File: src/rtl/led_pkg.sv
// ---------------------------------------------------------------------------
// led_pkg
// Shared definitions for the LED pattern generator: the pattern-select codes
// and the bounce direction.
// No ports.
// ---------------------------------------------------------------------------
package led_pkg;

    typedef enum logic [1:0] {
        MODE_BIN    = 2'd0,
        MODE_WALK   = 2'd1,
        MODE_BOUNCE = 2'd2,
        MODE_GRAY   = 2'd3
    } mode_e;

    typedef enum logic {
        DIR_UP   = 1'b0,
        DIR_DOWN = 1'b1
    } dir_e;

endpackage : led_pkg

File: src/rtl/led_prescaler.sv
// ---------------------------------------------------------------------------
// led_prescaler
// Programmable tick generator. The counter runs 0..period_r and produces a
// one-cycle step every period_r+1 enabled cycles. Loading a new period or
// clearing (on a pattern mode change) restarts the count and suppresses the
// step for that cycle.
//
// Ports:
//   CLK     in   clock
//   RST     in   synchronous active-high reset
//   en      in   1 = count, 0 = hold count and period
//   clear   in   restart count (mode change), highest priority after RST
//   load    in   latch period and restart count
//   period  in   [CNT_WIDTH] new period value
//   step    out  combinational: pattern advances at the coming edge
//   tick    out  registered copy of step, aligned with the pattern update
// ---------------------------------------------------------------------------
module led_prescaler #(
    parameter int          CNT_WIDTH      = 32,
    parameter int unsigned DEFAULT_PERIOD = 1023
) (
    input  logic                 CLK,
    input  logic                 RST,
    input  logic                 en,
    input  logic                 clear,
    input  logic                 load,
    input  logic [CNT_WIDTH-1:0] period,
    output logic                 step,
    output logic                 tick
);

    logic [CNT_WIDTH-1:0] count;
    logic [CNT_WIDTH-1:0] period_r;
    logic                 at_terminal;

    assign at_terminal = (count == period_r);
    // A clear or load owns the cycle: no step even if the count is terminal.
    assign step = en && !clear && !load && at_terminal;

    always_ff @(posedge CLK) begin
        if (RST) begin
            count    <= '0;
            period_r <= CNT_WIDTH'(DEFAULT_PERIOD);
            tick     <= 1'b0;
        end else begin
            tick <= step;
            if (clear || load) begin
                count <= '0;
                if (load) begin
                    period_r <= period;
                end
            end else if (en) begin
                count <= at_terminal ? '0 : count + CNT_WIDTH'(1);
            end
        end
    end

endmodule : led_prescaler

File: src/rtl/led_pattern_gen.sv
// ---------------------------------------------------------------------------
// led_pattern_gen
// Board LED driver: a prescaled tick steps one of four display patterns
// (binary, walking one, bounce, Gray) and a free-running PWM gate applies
// global brightness before the registered LED output.
//
// Bounce direction:
//   dir      | meaning
//   DIR_UP   | pos increments toward WIDTH-1
//   DIR_DOWN | pos decrements toward 0
//
// Ports:
//   CLK          in   clock
//   RST          in   synchronous active-high reset
//   EN           in   1 = prescaler and pattern run, 0 = freeze (PWM runs)
//   MODE         in   [2] pattern select (0 bin, 1 walk, 2 bounce, 3 gray)
//   PERIOD       in   [CNT_WIDTH] new prescaler period
//   PERIOD_LOAD  in   latch PERIOD this cycle
//   DUTY         in   [PWM_BITS] brightness; all-ones = fully on, 0 = off
//   LED          out  [WIDTH] registered LED drive
//   TICK         out  registered one-cycle pulse per pattern step
// ---------------------------------------------------------------------------
module led_pattern_gen
    import led_pkg::*;
#(
    parameter int          WIDTH          = 8,
    parameter int          CNT_WIDTH      = 32,
    parameter int unsigned DEFAULT_PERIOD = 1023,
    parameter int          PWM_BITS       = 4
) (
    input  logic                 CLK,
    input  logic                 RST,
    input  logic                 EN,
    input  logic [1:0]           MODE,
    input  logic [CNT_WIDTH-1:0] PERIOD,
    input  logic                 PERIOD_LOAD,
    input  logic [PWM_BITS-1:0]  DUTY,
    output logic [WIDTH-1:0]     LED,
    output logic                 TICK
);

    localparam int               POS_W   = $clog2(WIDTH);
    localparam logic [POS_W-1:0] POS_MAX = POS_W'(WIDTH - 1);

    mode_e                mode_r;
    logic [WIDTH-1:0]     bin;
    logic [POS_W-1:0]     pos;
    dir_e                 dir;
    logic [PWM_BITS-1:0]  pwm_cnt;
    logic [WIDTH-1:0]     pat;
    logic                 gate;
    logic                 mode_change;
    logic                 step;

    assign mode_change = (MODE != mode_r);

    led_prescaler #(
        .CNT_WIDTH      (CNT_WIDTH),
        .DEFAULT_PERIOD (DEFAULT_PERIOD)
    ) u_prescaler (
        .CLK    (CLK),
        .RST    (RST),
        .en     (EN),
        .clear  (mode_change),
        .load   (PERIOD_LOAD),
        .period (PERIOD),
        .step   (step),
        .tick   (TICK)
    );

    always_comb begin
        pat = '0;
        case (mode_r)
            MODE_BIN:  pat = bin;
            MODE_GRAY: pat = bin ^ (bin >> 1);
            default:   pat = WIDTH'(1) << pos;
        endcase
    end

    // The strict compare can never reach all-ones, so that code is forced on.
    assign gate = (DUTY == '1) || (pwm_cnt < DUTY);

    always_ff @(posedge CLK) begin
        if (RST) begin
            mode_r  <= MODE_BIN;
            bin     <= '0;
            pos     <= '0;
            dir     <= DIR_UP;
            pwm_cnt <= '0;
            LED     <= '0;
        end else begin
            pwm_cnt <= pwm_cnt + PWM_BITS'(1);
            LED     <= pat & {WIDTH{gate}};
            if (mode_change) begin
                mode_r <= mode_e'(MODE);
                bin    <= '0;
                pos    <= '0;
                dir    <= DIR_UP;
            end else if (step) begin
                case (mode_r)
                    MODE_BIN, MODE_GRAY: begin
                        bin <= bin + WIDTH'(1);
                    end
                    MODE_WALK: begin
                        pos <= (pos == POS_MAX) ? '0 : pos + POS_W'(1);
                    end
                    MODE_BOUNCE: begin
                        // Reversal moves off the end in the same step so the
                        // end positions are never shown twice.
                        if (dir == DIR_UP) begin
                            if (pos == POS_MAX) begin
                                dir <= DIR_DOWN;
                                pos <= pos - POS_W'(1);
                            end else begin
                                pos <= pos + POS_W'(1);
                            end
                        end else begin
                            if (pos == '0) begin
                                dir <= DIR_UP;
                                pos <= pos + POS_W'(1);
                            end else begin
                                pos <= pos - POS_W'(1);
                            end
                        end
                    end
                    default: ;
                endcase
            end
        end
    end

endmodule : led_pattern_gen

File: config.mk
export PLATFORM = sky130hd
export DESIGN_NAME = led_pattern_gen
export DESIGN_NICKNAME = d
export VERILOG_FILES = /design/src/rtl/led_pkg.sv /design/src/rtl/led_prescaler.sv /design/src/rtl/led_pattern_gen.sv
export SDC_FILE = /design/constraint.sdc
export NUM_CORES = 1
export LEC_CHECK = 0
export ABC_CLOCK_PERIOD_IN_PS = 4550
export BUFFER_PORTS_ARGS = -buffer_cell sky130_fd_sc_hd__buf_4
export CAP_MARGIN = 20
export CORE_UTILIZATION = 60
export CTS_BUF_LIST = sky130_fd_sc_hd__clkbuf_8
export DETAILED_ROUTE_END_ITERATION = 8
export GPL_ROUTABILITY_DRIVEN = 0
export HOLD_SLACK_MARGIN = 0.1
export PLACE_DENSITY = 0.81
export SETUP_SLACK_MARGIN = 0.4
export SLEW_MARGIN = 20
export SYNTH_ARGS = -nofsm -noshare
export SYNTH_HDL_FRONTEND = slang
export SYNTH_SLANG_ARGS = --single-unit
File: constraint.sdc
create_clock -name CLK -period 4.55 [get_ports CLK]
set_clock_uncertainty 0.05 [all_clocks]
set_input_delay 0.2275 -clock CLK [delete_from_list [all_inputs] [get_ports CLK]]
set_output_delay 0.2275 -clock CLK [all_outputs]
set_load 0.1 [all_outputs]
# Word-level counts from Yosys, hierarchy flattened
# Cells that the tools add are included.
[totals] register_bits=91 in_bits=42 output_inout_bits=9 word_cells=52
[op_classes] n_addsub=5 magnitude_cmp=1 eq_ne=7 n_shift=1 mux=10 n_bitwise=2 n_reduce_logical=17
[op_table] operator="$add 32x1->32 const B" count=1
[op_table] operator="$eq 32x32->1" count=1
[op_table] operator="$mux 32" count=1
[op_table] operator="$pmux 8 s2" count=1
[op_table] operator="$mux 3" count=4
[op_table] operator="$add 8x1->8 const B" count=1
[op_table] operator="$and 8x8->8" count=1
[op_table] operator="$reduce_and 2->1" count=4
[op_table] operator="$shl 1x3->8 const A" count=1
[op_table] operator="$xor 8x7->8" count=1
[op_table] operator="$pmux 3 s2" count=1
[op_table] operator="$reduce_or 2->1" count=3
[op_table] operator="$add 4x1->4 const B" count=1
[op_table] operator="$eq 2x2->1 const B" count=2
[op_table] operator="$eq 4x4->1 const B" count=1
[op_table] operator="$lt 4x4->1" count=1
[op_table] operator="$add 3x1->3 const B" count=1
[op_table] operator="$eq 3x3->1 const B" count=1
[op_table] operator="$logic_and 1x1->1" count=3
[op_table] operator="$logic_not 3->1" count=1
[op_table] operator="$mux 1" count=3
[op_table] operator="$sub 3x1->3 const B" count=1
[op_table] operator="$eq 2x1->1 const B" count=1
[op_table] operator="$logic_not 1->1" count=2
[op_table] operator="other kinds (4)" count=5

# Depth between registers and ports, before layout
[depth] word_depth=6 depth_mapped=7

# Modules after synthesis
# A second synthesis with hierarchy kept.
[unflattened] cells_unflattened=487 area_unflattened_um2=4463.0
[by_module_without_submodules] mod="led_prescaler" instances=1 cells_each=323 area_each_um2=3001.6 seq_area_each_um2=1301.2
[by_module_without_submodules] mod="led_pattern_gen" instances=1 cells_each=164 area_each_um2=1461.4 seq_area_each_um2=520.5

# Worst setup path before layout
# Ideal clock, no wire load.
[synth_timing] path_type="reg2reg" start="register u_prescaler.count[15]" end="register dir" setup_time_ns=0.069 arrival_ns=2.122 t_required_ns=4.431 slack_ns=2.310 path_stages_with_launch=8 n_path_buf=2 cell_sequence="dfxtp_1 > clkbuf_1 > xnor2_1 > nand4_1 > or4_1 > clkbuf_1 > or4_1 > o21ai_1"
[synth_between] elab_chain_len=3
[synth_lines] item="from (decl)" line_no="led_prescaler.sv:32" source="logic [CNT_WIDTH-1:0] count;"
[synth_lines] item="from (signal assigned)" line_no="led_prescaler.sv:53" source="count <= at_terminal ? '0 : count + CNT_WIDTH'(1);"
[synth_lines] item="$eq 32x32->1" line_no="led_prescaler.sv:36" source="assign at_terminal = (count == period_r);"
[synth_lines] item="$logic_and 1x1->1" line_no="led_prescaler.sv:38" source="assign step = en && !clear && !load && at_terminal;"
[synth_lines] item="$reduce_and 2->1 (no line)"
[synth_lines] item="to (signal assigned)" line_no="led_pattern_gen.sv:88" source="dir <= DIR_UP;"
[synth_lines] item="to (signal assigned)" line_no="led_pattern_gen.sv:98" source="dir <= DIR_UP;"
[synth_lines] item="to (signal assigned)" line_no="led_pattern_gen.sv:112" source="dir <= DIR_DOWN;"
[synth_lines] item="to (decl)" line_no="led_pattern_gen.sv:48" source="dir_e dir;"
# Every way passes these cells.
# A chain may end at the register's enable or synchronous reset.

# Final worst setup path
[layout_timing] start="register u_prescaler.count[17]" end="register u_prescaler.count[16]"
[layout_between] elab_chain_len=2
[layout_lines] item="$eq 32x32->1" line_no="led_prescaler.sv:36"
[layout_lines] item="$mux 32" line_no="led_prescaler.sv:53"
# Every way passes these cells.

==> out/results.ini <==
[finish]
area_growth_pct=20.9
fillers=499
design_area_um2=5650
nNetsFinal=642
drive_gt1_share_pct=12.5
multiInputGateArea_um2=2710
seqCellArea_um2=1820
diodes=0
fin_cells=683

[worst_setup_path]
crit_arrival_ps=3120
crit_fanout=22
critPathSlowestCell=nor3_2
cp_slowest_stage_delay_ps=670
crit_chain=xor2_1, or4_1, or4b_1, nor3_2, buf_4, nor3_1
cp_top_family=simple AND/OR/NAND/NOR gates
end_kind=flip-flop
critPathBufInv=1
critPathKind=reg2reg
start_kind=flip-flop
crit_required_ps=4730

[synthesis]
synth_cell_type_count=43
synthArstFlopShare_pct=0
ys_seq_elements=91
synth.yosys.warnings=0
syn-instance-count=510
syn_area_um2=4670
synth_edf_count=0
syn_area_per_cell_um2=9.16
synthesis.nets=573
yosysSeqAreaShare_pct=39.0
ys.flop_type=dfxtp_1

[routing]
dr.first_iter.drc_count=199
wl_per_cell_um=16.1
drc=0
dr_total_vias=3966
wl_um=11000
firstDrtPassIters=5
avgViaCountPerCell=5.81
antenna_left=0

[floorplanning]
die_h_um=90.2
start_util_pct=63.1
placeableCoreArea_um2=7410
die_w_um=90.2
io_pins=51
rows=31
die_area_um2=8140

[clocking]
cts_buffer_depth=2
cts_tree=built
htree_num_levels=3
cts_sinks=91
clk_pin_slew_ps=90
cts_made_buffers=9
clk-insertion-delay-late_ps=360
root_buffer=clkbuf_8
ctsResizeCount=0

[global_routing]
grt_pass1_wl_um=17800
grt_max_degree=49
grt_pass1_vias=3669
grt_use_total_pct=27.4
antenna_found_initial=0
grt_remaining_overflow=0

[power]
p_leak_nw=2.17
ir_drop_uv=224
p_per_area_nw_per_um2=287
finalPower_mw=1.62

[sta]
setup-tns-final_ps=0
min_period_ps=2940
drv_slew=0
setup-violations-final=0
worst_slew_pin_slew_ps=765
rsz0062_at_grt=no
timing_hold_violations_final=0
slew_headroom_pct=48.8
final_critical_path_setup_slack_ps=1610
period_share_pct=64.7
clock.fmax_mhz=340

[placed_design]
io_buffers=50
dp_cells=633
dp_hpwl_um=7170
place_area_um2=5080
dp_slack_ps=1670

[flow_run]
drv_cap=0

[outcome]
status=complete, no violations

[hold_path]
worst_hold_path_type=in2reg

registers in the layout, summed over array words and instances, names as in the netlist:
register	count
u_prescaler.count	32
u_prescaler.period_r	32
LED	8
bin	8
pwm_cnt	4
pos	3
mode_r	2
dir	1
u_prescaler.tick	1
synthesized netlist by cell type, drive strengths merged (2+ instances only):
master | number | area (µm²)
and3 | 7 | 43.8
nand3b | 4 | 30.0
a21oi | 8 | 40.0
and4 | 6 | 52.6
nor4 | 15 | 115
mux2i | 34 | 340
a22oi | 6 | 45.0
nand2 | 28 | 105
a211oi | 8 | 60.1
a211o | 10 | 87.6
xnor2 | 42 | 368
nor2 | 38 | 143
nand2b | 11 | 68.8
nor3 | 37 | 190
o21ai | 4 | 20.0
xor2 | 28 | 245
inv | 9 | 33.8
or4 | 4 | 30.0
clkbuf | 19 | 71.3
buf | 10 | 48.8
ha | 21 | 263
and2 | 2 | 12.5
nor2b | 17 | 106
or4b | 3 | 30.0
nand3 | 18 | 90.1
and4b | 2 | 20.0
a21o | 3 | 22.5
a31oi | 4 | 25.0
nand4 | 14 | 87.6
dfxtp | 91 | 1820
path summary, 6_finish.rpt:
check	startpoint	end	slack, ps	depth (start not counted)
setup / recovery	u_prescaler.count[17]	u_prescaler.count[16]	1610	6
hold / removal	EN	u_prescaler.count[0]	180	3
setup reg to reg	u_prescaler.count[17]	u_prescaler.count[16]	1610	6
hold reg to reg	pwm_cnt[0]	pwm_cnt[0]	450	1
tightest hold or removal path, cell delays in order:
cell     delay [ps]
buf_4           140
xnor2_1         130
nor3_1           50
placed cells by master (no fill, tap or decap), types with 2 or more instances in the layout:
| cell | Yosys | routed |
|---|---|---|
| a211o_1 | 10 | 10 |
| a211oi_1 | 8 | 8 |
| a21o_1 | 3 | 3 |
| a21oi_1 | 8 | 8 |
| a22oi_1 | 6 | 6 |
| a31oi_1 | 4 | 4 |
| and2_1 | 2 | 2 |
| and3_1 | 7 | 7 |
| and4_1 | 6 | 6 |
| and4b_1 | 2 | 2 |
| buf_4 | 0 | 53 |
| bufinv_16 | 0 | 2 |
| clkbuf_8 | 0 | 10 |
| clkinvlp_4 | 0 | 2 |
| dfxtp_1 | 91 | 91 |
| dlygate4sd3_1 | 0 | 34 |
| ha_1 | 21 | 21 |
| inv_1 | 9 | 10 |
| mux2i_1 | 34 | 34 |
| nand2_1 | 28 | 28 |
| nand2b_1 | 11 | 11 |
| nand3_1 | 18 | 18 |
| nand3b_1 | 4 | 4 |
| nand4_1 | 14 | 14 |
| nor2_1 | 38 | 38 |
| nor2b_1 | 17 | 17 |
| nor3_1 | 36 | 34 |
| nor3_2 | 1 | 3 |
| nor4_1 | 13 | 13 |
| o21ai_0 | 3 | 3 |
| or4_1 | 4 | 4 |
| or4b_1 | 3 | 3 |
| xnor2_1 | 42 | 42 |
| xor2_1 | 28 | 28 |
metrics by stage:
| step | hold WS, ps | utilization, % |
|---|---|---|
| 3_3_place_gp | 380 | 68.6 |
| 2_1_floorplan | 295 | - |
| 4_1_cts | 168 | 76.2 |
| 5_1_grt | 189 | 76.3 |
| 3_5_place_dp | 384 | 68.6 |
| 6_report | 179 | 76.3 |
layout make-up:
cell class                 instances  area share [%]
tap                               99            2.19
timing repair buffer              87            13.1
clock buffer                      10            2.44
clock inverter                     6            1.55
inverter                           9           0.598
multi-input combinational        381            47.9
sequential                        91            32.2
where the power goes:
group / internal [mW] / leakage [nW] / switching (mW)
logic: 0.0898 / 1.32 / 0.0862
clock network: 0.324 / 0.110 / 0.285
registers: 0.818 / 0.742 / 0.0168
layer usage:
metal | global-route usage, % | wire length (µm)
met1 | 35.4 | 4790
met5 | 0 | 0
met4 | 9.54 | 205
met3 | 5.25 | 744
met2 | 45.7 | 5240
kinds of logic (layout without fill, tap and decap cells):
family	Yosys count	after routing	share of synthesized area (%)
buf+inv	38	112	3.29
fa+ha+maj	21	21	5.62
mux	34	34	7.28
simple gates	211	211	24.9
flops	91	91	39.0
compound gates	45	45	6.75
xor+xnor	70	70	13.1
timing repair:
action / in CTS / in global routing
hold buffers: 34 / 0
buffers inserted: 0 / 0
endpoints found under the hold margin: 34 / 0
Note: power is estimated with default switching activity, not from simulation.
